--- src/rtl/shiftreg_frame_serializer.sv ---
// shiftreg_frame_serializer
// Serialises a static word followed by a dynamic word onto one line, MSB first,
// with a programmable bit period, frame mode select, continuous dynamic
// streaming (MODE 3) and BUSY/DONE/SER_VALID status outputs.
// Optional feature macro: SHIFTREG_PARITY_EN (even parity bit after each
// non-streaming frame). Default build has no parity state or parity logic.
module shiftreg_frame_serializer #(
  parameter int unsigned SIZESRSTAT = 88,
  parameter int unsigned SIZESRDYN  = 16,
  parameter int unsigned DIVW       = 8,
  parameter int unsigned CNTW       = 7
) (
  input  logic                  CLK,
  input  logic                  RST_N,
  input  logic                  START,
  input  logic                  STOP,
  input  logic [1:0]            MODE,
  input  logic [DIVW-1:0]       DIV,
  input  logic [SIZESRSTAT-1:0] STATREG,
  input  logic [SIZESRDYN-1:0]  DYNREG,
  output logic [SIZESRSTAT-1:0] STATLATCH,
  output logic [SIZESRDYN-1:0]  DYNLATCH,
  output logic                  signal_out,
  output logic                  SER_VALID,
  output logic                  BUSY,
  output logic                  DONE
);

  localparam logic [1:0] MODE_BOTH = 2'd0;
  localparam logic [1:0] MODE_STAT = 2'd1;
  localparam logic [1:0] MODE_DYN  = 2'd2;
  localparam logic [1:0] MODE_LOOP = 2'd3;

  localparam logic [CNTW-1:0] LP_STAT_LAST = CNTW'(SIZESRSTAT - 1);
  localparam logic [CNTW-1:0] LP_DYN_LAST  = CNTW'(SIZESRDYN - 1);

`ifdef SHIFTREG_PARITY_EN
  typedef enum logic [2:0] {
    ST_IDLE    = 3'd0,
    ST_SH_STAT = 3'd1,
    ST_SH_DYN  = 3'd2,
    ST_END     = 3'd3,
    ST_PARITY  = 3'd4
  } state_t;
  localparam state_t LP_TAIL = ST_PARITY;
`else
  typedef enum logic [2:0] {
    ST_IDLE    = 3'd0,
    ST_SH_STAT = 3'd1,
    ST_SH_DYN  = 3'd2,
    ST_END     = 3'd3
  } state_t;
  localparam state_t LP_TAIL = ST_END;
`endif

  state_t                  r_state;
  state_t                  w_state_nxt;
  logic [1:0]              r_mode;
  logic [DIVW-1:0]         r_div;
  logic [DIVW-1:0]         r_divcnt;
  logic [CNTW-1:0]         r_bitcnt;
  logic [SIZESRSTAT-1:0]   r_sh_stat;
  logic [SIZESRDYN-1:0]    r_sh_dyn;
`ifdef SHIFTREG_PARITY_EN
  logic                    r_parity;
`endif

  logic w_start;
  logic w_bit_done;
  logic w_last;
  logic w_data_state;
  logic w_repeat;
  logic w_ser_bit;

  // State register
  always_ff @(posedge CLK or negedge RST_N) begin
    if (!RST_N) begin
      r_state <= ST_IDLE;
    end else begin
      r_state <= w_state_nxt;
    end
  end

  // Next-state decode; STOP overrides any phase/bit advance outside IDLE
  always_comb begin
    w_state_nxt  = r_state;
    w_start      = 1'b0;
    w_bit_done   = (r_divcnt == r_div);
    w_last       = w_bit_done && (r_bitcnt == '0);
    w_data_state = (r_state == ST_SH_STAT) || (r_state == ST_SH_DYN);
    w_repeat     = (r_state == ST_SH_DYN) && w_last && (r_mode == MODE_LOOP);
    case (r_state)
      ST_IDLE: begin
        if (START) begin
          w_start     = 1'b1;
          w_state_nxt = (MODE == MODE_DYN) ? ST_SH_DYN : ST_SH_STAT;
        end
      end
      ST_SH_STAT: begin
        if (w_last) begin
          w_state_nxt = (r_mode == MODE_STAT) ? LP_TAIL : ST_SH_DYN;
        end
      end
      ST_SH_DYN: begin
        if (w_last && (r_mode != MODE_LOOP)) begin
          w_state_nxt = LP_TAIL;
        end
      end
`ifdef SHIFTREG_PARITY_EN
      ST_PARITY: begin
        if (w_bit_done) begin
          w_state_nxt = ST_END;
        end
      end
`endif
      ST_END: begin
        w_state_nxt = ST_IDLE;
      end
      default: begin
        w_state_nxt = ST_IDLE;
      end
    endcase
    if (STOP && (r_state != ST_IDLE)) begin
      w_state_nxt = ST_IDLE;
    end
  end

  // Serial output and status decode from the registered state
  always_comb begin
    w_ser_bit = 1'b0;
    SER_VALID = 1'b0;
    BUSY      = (r_state != ST_IDLE);
    DONE      = (r_state == ST_END);
    case (r_state)
      ST_SH_STAT: begin
        w_ser_bit = r_sh_stat[SIZESRSTAT-1];
        SER_VALID = 1'b1;
      end
      ST_SH_DYN: begin
        w_ser_bit = r_sh_dyn[SIZESRDYN-1];
        SER_VALID = 1'b1;
      end
`ifdef SHIFTREG_PARITY_EN
      ST_PARITY: begin
        w_ser_bit = r_parity;
        SER_VALID = 1'b1;
      end
`endif
      default: begin
        w_ser_bit = 1'b0;
        SER_VALID = 1'b0;
      end
    endcase
    signal_out = w_ser_bit;
  end

  // Frame datapath: capture on START, bit-period divider, shifters, bit counter
  always_ff @(posedge CLK or negedge RST_N) begin
    if (!RST_N) begin
      STATLATCH <= '0;
      DYNLATCH  <= '0;
      r_mode    <= '0;
      r_div     <= '0;
      r_divcnt  <= '0;
      r_bitcnt  <= '0;
      r_sh_stat <= '0;
      r_sh_dyn  <= '0;
`ifdef SHIFTREG_PARITY_EN
      r_parity  <= 1'b0;
`endif
    end else if (w_start) begin
      STATLATCH <= STATREG;
      DYNLATCH  <= DYNREG;
      r_sh_stat <= STATREG;
      r_sh_dyn  <= DYNREG;
      r_mode    <= MODE;
      r_div     <= DIV;
      r_divcnt  <= '0;
      r_bitcnt  <= (MODE == MODE_DYN) ? LP_DYN_LAST : LP_STAT_LAST;
`ifdef SHIFTREG_PARITY_EN
      r_parity  <= 1'b0;
`endif
    end else if (STOP) begin
      r_divcnt <= '0;
      r_bitcnt <= '0;
    end else if (r_state != ST_IDLE && r_state != ST_END) begin
      if (w_bit_done) begin
        r_divcnt <= '0;
        if (r_state == ST_SH_STAT) begin
          r_sh_stat <= {r_sh_stat[SIZESRSTAT-2:0], 1'b0};
        end
        if (r_state == ST_SH_DYN) begin
          r_sh_dyn <= {r_sh_dyn[SIZESRDYN-2:0], 1'b0};
        end
`ifdef SHIFTREG_PARITY_EN
        if (w_data_state) begin
          r_parity <= r_parity ^ w_ser_bit;
        end
`endif
        if (r_bitcnt != '0) begin
          r_bitcnt <= r_bitcnt - CNTW'(1);
        end else if (w_state_nxt == ST_SH_DYN) begin
          r_bitcnt <= LP_DYN_LAST;
        end else begin
          r_bitcnt <= '0;
        end
        // Streaming repeat: the fresh DYNREG sample replaces the shift above
        if (w_repeat) begin
          DYNLATCH <= DYNREG;
          r_sh_dyn <= DYNREG;
        end
      end else begin
        r_divcnt <= r_divcnt + DIVW'(1);
      end
    end
  end

endmodule

--- config.mk ---
export PLATFORM = sky130hd
export DESIGN_NAME = shiftreg_frame_serializer
export DESIGN_NICKNAME = d
export VERILOG_FILES = /design/src/rtl/shiftreg_frame_serializer.sv
export SDC_FILE = /design/constraint.sdc
export NUM_CORES = 1
export LEC_CHECK = 0
export ABC_AREA = 1
export CAP_MARGIN = 20
export CORE_AREA = 4 4 187 189
export DETAILED_ROUTE_END_ITERATION = 16
export DIE_AREA = 0 0 191 193
export SKIP_CTS_REPAIR_TIMING = 1
export SLEW_MARGIN = 10
export SYNTH_ARGS = -nofsm -noshare
export SYNTH_HDL_FRONTEND = slang
export SYNTH_SLANG_ARGS = --single-unit
export TNS_END_PERCENT = 5
--- constraint.sdc ---
create_clock -name CLK -period 5.2 [get_ports CLK]
set_input_delay 0.52 -clock CLK [delete_from_list [all_inputs] [get_ports CLK]]
set_output_delay 0.52 -clock CLK [all_outputs]
set_load 0.05 [all_outputs]
==> results_dict.tcl, run 1 <==
set metrics [dict create \
    status "finished clean" \
    ir_drop_mv 0.214 \
    syn_nets 1260 \
    ys_ff_latch 236 \
    hold_viol 0 \
    io_pins 226 \
    slew_headroom 0.371 \
    start_kind "flip-flop" \
    r2r-end "r_bitcnt[0]" \
    globalRouteTotalUtil 0.138 \
    r2r_setup_slack_ns 2.29 \
    area_delta_synth_final_pct 37.1 \
    multiInputGateArea_mm2 0.00340 \
    antenna_left 0 \
    hold_path.class "input pin to asynchronous set/reset pin" \
    switchingPower_uw 2450 \
    worstPathRequired_ns 4.68 \
    dp_hpwl_mm 17.1 \
    fin_util 0.405 \
    synth.distinct_cells 30 \
    power_frac_comb 0.300 \
    synthCells 1140 \
    synth_area_mm2 0.00984 \
    cts_buffer_depth 3 \
    fp.dieH_um 193 \
    rsz0062_at_grt "false" \
    routedWlPerCell_um 14.2 \
    grt_overflow 0 \
    fin_setup_tns_ns 0 \
    finalCriticalPeriod_ns 2.93 \
    max_stage_delay_ns 0.83 \
    chipWidth_um 191 \
    clk_pin_slew_ns 0.06 \
    finalClockSkew_ns 0.00893 \
    slew_violations 0 \
    worstPathCellList "inv_1 > nand2_1 > nor2_1 > inv_1 > nand2_1 > clkdlybuf4s50_1" \
    first_global_vias 8151 \
    cts_max_level 1 \
    portBuffers 225 \
    max-cap-violations 0 \
    initial_core_util 0.296 \
    drive_gt1_frac 0.0536 \
    drt_iter0_drc 430 \
    grt_max_degree 175 \
    cts_tree "built" \
    leakage_uw 0.00641 \
    crit_slowest_cell "clkdlybuf4s50_1" \
    grt_pass1_wl_mm 42.3 \
    cp_top_family "buffers and inverters" \
    path_buf_inv 3 \
    fillers 3330 \
    diodes 0 \
    clk_latency_ns 0.53 \
    viasPerCell 4.50 \
    arrival_ns 2.41 \
    reg2regPathDepth 14 \
    clock.fmax_mhz 342 \
    nets 1463 \
    antenna_found_initial 0 \
    critPathKind "flip-flop to output pin" \
    core-area_mm2 0.0333 \
    clock_sinks 236 \
    gp_congestion 0.730 \
    swShare 0.346 \
    routed_wl_mm 25.7 \
    die_area_mm2 0.0369 \
    numCtsBuffers 27 \
    power_density_mw_per_mm2 523 \
    vias 8145 \
    drtPass1Iterations 4 \
    avgSynthCellArea_um2 8.64 \
    synth_seq_area_share 0.600 \
    pwr-share-clk 0.308 \
    internal-power_uw 4610 \
    regArea_mm2 0.00591 \
    r2r-start "r_state[2]" \
    period_share 0.563 \
    num_rows 67 \
    tightest_slew_ns 0.941 \
    critPathCaptureType "output pin" \
    path_max_fanout 5 \
    drc 0 \
    yosys_warnings 0 \
    cts-root-buf "clkbuf_16" \
    setup-violations-final 0 \
    p_seq_frac 0.392 \
]
==> power groups by stage <==
stage               logic [uW]  clock network (uW)  registers [uW]
finish                    2120                2180            2770
global route              2350                2330            2850
CTS                       2150                2250            2780
detailed placement        2140                   0            2800
global placement          2110                   0            2780
floorplan                  816                   0            3370
==> layer usage <==
metal  part of all wire  GRT usage
met4              0.013     0.0273
met2               0.45      0.217
met3              0.085     0.0380
met1               0.45      0.194
met5                  0          0
==> worst register-to-register path, delay by kind of cell (launching register included) <==
| family | cells | cell delay, ns |
|---|---|---|
| flops | 1 | 0.37 |
| buf+inv | 3 | 0.85 |
| compound gates | 2 | 0.32 |
| simple gates | 9 | 1.33 |
==> sequential cells by signal (all words and copies together) (netlist names) <==
name and cells:
STATLATCH 88, r_sh_stat 88, r_mode 2, r_bitcnt 7
r_state 3, DYNLATCH 16, r_divcnt 8, r_div 8
r_sh_dyn 16
==> through the flow <==
step           instance area (um^2)  setup slack, ns  hold slack [ns]  power (uW)  std cells
6_report                      13500             2.27           0.0617        7060       1811
5_1_grt                       13500             1.88            0.125        7540       1811
4_1_cts                       13500             2.23           0.0988        7180       1810
3_5_place_dp                  12400             2.00            0.464        4940       1761
3_3_place_gp                  12400             1.99            0.462        4890       1761
2_1_floorplan                  9840             3.36            0.224        4180       1140
==> worst max path at each step <==
stage / start / to / slack (ns) / cells after the start
floorplan: r_bitcnt[0] / DYNLATCH[2] / 3.36 / 10
global placement: START / r_bitcnt[0] / 1.99 / 12
detailed placement: START / r_bitcnt[0] / 2.00 / 12
CTS: r_state[2] / r_sh_stat[74] / 2.23 / 8
global route: r_bitcnt[0] / DYNLATCH[2] / 1.88 / 9
finish: r_state[2] / SER_VALID / 2.27 / 6
==> layout make-up <==
| cell class | count | share of cell area |
|---|---|---|
| tap | 448 | 0.0415 |
| sequential | 236 | 0.438 |
| clock inverter | 19 | 0.0235 |
| multi-input combinational | 782 | 0.252 |
| timing repair buffer | 233 | 0.174 |
| clock buffer | 30 | 0.0531 |
| inverter | 63 | 0.0180 |
==> cell usage in the layout, fill, tap and decap left out, drive strengths merged, types with 9 or more instances in the layout <==
master	n
a21oi	13
a31oi	88
buf	9
clkbuf	30
clkdlybuf4s50	224
dfrtp	236
inv	62
nand2	487
nand3	10
nor2	111
o211ai	16
o21ai	36
==> cells in the mapped netlist <==
cell	number	area [um^2]
a31oi_1	88	551
a21oi_4	1	16.3
ha_1	2	25.0
nor3_1	5	25.0
a21oi_1	12	60.1
dfrtp_1	236	5910
nand2_2	2	12.5
o41ai_1	1	8.76
inv_2	9	33.8
buf_1	10	37.5
clkbuf_1	19	71.3
nor2_1	110	413
o21ai_0	23	115
inv_1	54	203
o21ai_2	2	17.5
nand4_1	4	25.0
nand3_1	10	50.1
a22o_1	1	8.76
nand2_1	485	1820
o211ai_1	16	120
buf_6	9	101
o22ai_1	2	12.5
buf_2	21	105
a21boi_0	1	7.51
nor2_2	1	6.26
xnor2_1	1	8.76
o21a_1	2	15.0
conb_1	1	3.75
o21ai_1	11	55.1
mux2i_1	1	10.0
==> cell families (layout without fill, tap and decap cells) <==
group | count (synthesis) | count (layout) | synth area share
simple gates | 617 | 617 | 0.239
buf+inv | 122 | 345 | 0.0560
fa+ha+maj | 2 | 2 | 0.00254
xor+xnor | 1 | 1 | 0.000890
mux | 1 | 1 | 0.00102
flops | 236 | 236 | 0.600
compound gates | 160 | 160 | 0.100
other cells | 1 | 1 | 0.000381
(Power assumes the default switching activity.)
==> run 2, diff against run 1 <==
==> constraint.sdc (replaced) <==
create_clock -name CLK -period 3 [get_ports CLK]
set_input_delay 0.3 -clock CLK [delete_from_list [all_inputs] [get_ports CLK]]
set_output_delay 0.3 -clock CLK [all_outputs]
set_load 0.05 [all_outputs]
==> results_dict.tcl, run 2 (synthesis results as in run 1) <==
set metrics [dict create \
    rsz0062_at_grt "false" \
    drive_gt1_frac 0.0589 \
    cts_tree "built" \
    clock.fmax_mhz 366 \
    r2r_setup_slack_ns 0.57 \
    portBuffers 225 \
    mostFrequentLayoutCells "nand2_1 (485), dfrtp_1 (236), clkdlybuf4s50_1 (224)" \
    finalCriticalPeriod_ns 2.73 \
    arrival_ns 2.43 \
    io_pins 226 \
    reg2regPathDepth 10 \
    initial_core_util 0.296 \
    worstPathCellList "inv_1 > nand2_1 > nor2_1 > inv_1 > nand2_1 > clkdlybuf4s50_1" \
    antenna_left 0 \
    grt_max_degree 68 \
    die_area_mm2 0.0369 \
    clock_sinks 236 \
    globalRouteTotalUtil 0.139 \
    clk_latency_ns 0.55 \
    crit_slowest_cell "clkdlybuf4s50_1" \
    dp_cells 1770 \
    max-cap-violations 0 \
    start_kind "flip-flop" \
    drtPass1Iterations 5 \
    routedWlPerCell_um 14.1 \
    slew_violations 0 \
    tightest_slew_ns 0.678 \
    reg.largest.list "STATLATCH (88), r_sh_stat (88)" \
    path_max_fanout 5 \
    vias 8189 \
    clk_pin_slew_ns 0.06 \
    critPathKind "flip-flop to output pin" \
    max_stage_delay_ns 0.83 \
    finalClockSkew_ns 0.0249 \
    routed_wl_mm 25.7 \
    drt_iter0_drc 463 \
    power_density_mw_per_mm2 878 \
    pre_cts_ws_ns 0.465 \
    fp.dieH_um 193 \
    chipWidth_um 191 \
    setup-violations-final 0 \
    area_delta_synth_final_pct 37.0 \
    hold_viol 0 \
    drc 0 \
    cts_max_level 1 \
    gp_congestion 0.740 \
    numCtsBuffers 28 \
    core-area_mm2 0.0333 \
    antenna_found_initial 2 \
    dp_hpwl_mm 17.6 \
    leakage_uw 0.00643 \
    viasPerCell 4.49 \
    cp_top_family "buffers and inverters" \
    hold_slack_ns 0.317 \
    status "finished clean" \
    cp_num_cells 6 \
    path_buf_inv 3 \
    first_global_vias 8257 \
    worstPathRequired_ns 2.70 \
    setup_slack_ns 0.267 \
    cts-root-buf "clkbuf_16" \
    cts_buffer_depth 3 \
    period_share 0.911 \
    nets 1473 \
    critPathCaptureType "output pin" \
    layoutNonFillerInstCount 1824 \
    hold_path.class "input pin to asynchronous set/reset pin" \
    grt_pass1_wl_mm 42.6 \
    fin_setup_tns_ns 0 \
    grt_overflow 0 \
    num_rows 67 \
    ir_drop_mv 0.411 \
    final_common_cell "nand2_1" \
    slew_headroom 0.548 \
]
run 2: changes by cell type in the layout (fill, tap and decap cells not counted), moves of 3 or more:
cell / before / now
buf_12: 1 / 4
buf_4: 6 / 12
bufinv_16: 8 / 0
clkbuf_1: 0 / 3
clkbuf_8: 3 / 11
clkinvlp_4: 7 / 3
run 2: final timing paths:
path / start / endpoint
max reg2reg: r_state[2] / r_sh_stat[21]
min reg2reg: r_sh_dyn[10] / r_sh_dyn[10]
min: RST_N / STATLATCH[48]
max: r_state[2] / SER_VALID
min in group CLK: STATREG[44] / STATLATCH[44]
max in group asynchronous: RST_N / STATLATCH[28]
run 2: metrics by stage:
step	cell area (um^2)	power (uW)	utilization
final	13500	11800	0.405
after global routing	13500	12600	0.405
after CTS	13500	12000	0.405
after detailed placement	12500	8580	0.377
after global placement	12500	8510	0.377
after floorplan	9840	7250	-
run 2: cell type report:
| type | instances | area, um^2 |
|---|---|---|
| diodes | 1 | 2.50 |
| clock buffers | 42 | 863 |
| clock inverters | 10 | 76.3 |
| fillers | 3332 | 19800 |
| inverters | 63 | 243 |
| multi-input cells | 782 | 3400 |
| flip-flops and latches | 236 | 5910 |
| well taps | 448 | 561 |
| repair buffers | 242 | 2440 |
run 2: worst reg2reg max path: cells and delay by family, from the launching register on:
family,cells,cell delay (ns)
buffers and inverters,3,0.75
DFF,1,0.39
and+or+nand+nor,4,0.70
AOI/OAI and AO/OA,3,0.52
run 2: per-layer routing:
metal	global-route usage	wire (um)	vias up
met5	0	12	-
met4	0.0362	575	2
met3	0.0356	1860	41
met2	0.211	11300	218
met1	0.198	12000	3849
li1	-	-	4079
run 2: power by group:
group          leakage (uW)  switching (uW)  total, uW  internal [uW]
sequential          0.00280             578       4800           4220
combinational       0.00317            2310       3690           1380
clock              0.000459            1360       3350           1990
total               0.00643            4250      11800           7590
==> run 3, diff against run 2 <==
--- a/config.mk
+++ b/config.mk
@@ -11,7 +11,6 @@
 export DETAILED_ROUTE_END_ITERATION = 16
 export DIE_AREA = 0 0 191 193
 export SKIP_CTS_REPAIR_TIMING = 1
-export SLEW_MARGIN = 10
 export SYNTH_ARGS = -nofsm -noshare
 export SYNTH_HDL_FRONTEND = slang
 export SYNTH_SLANG_ARGS = --single-unit
==> results of run 3 <==
Final layout, timing and power as in run 2 (identical DEF).
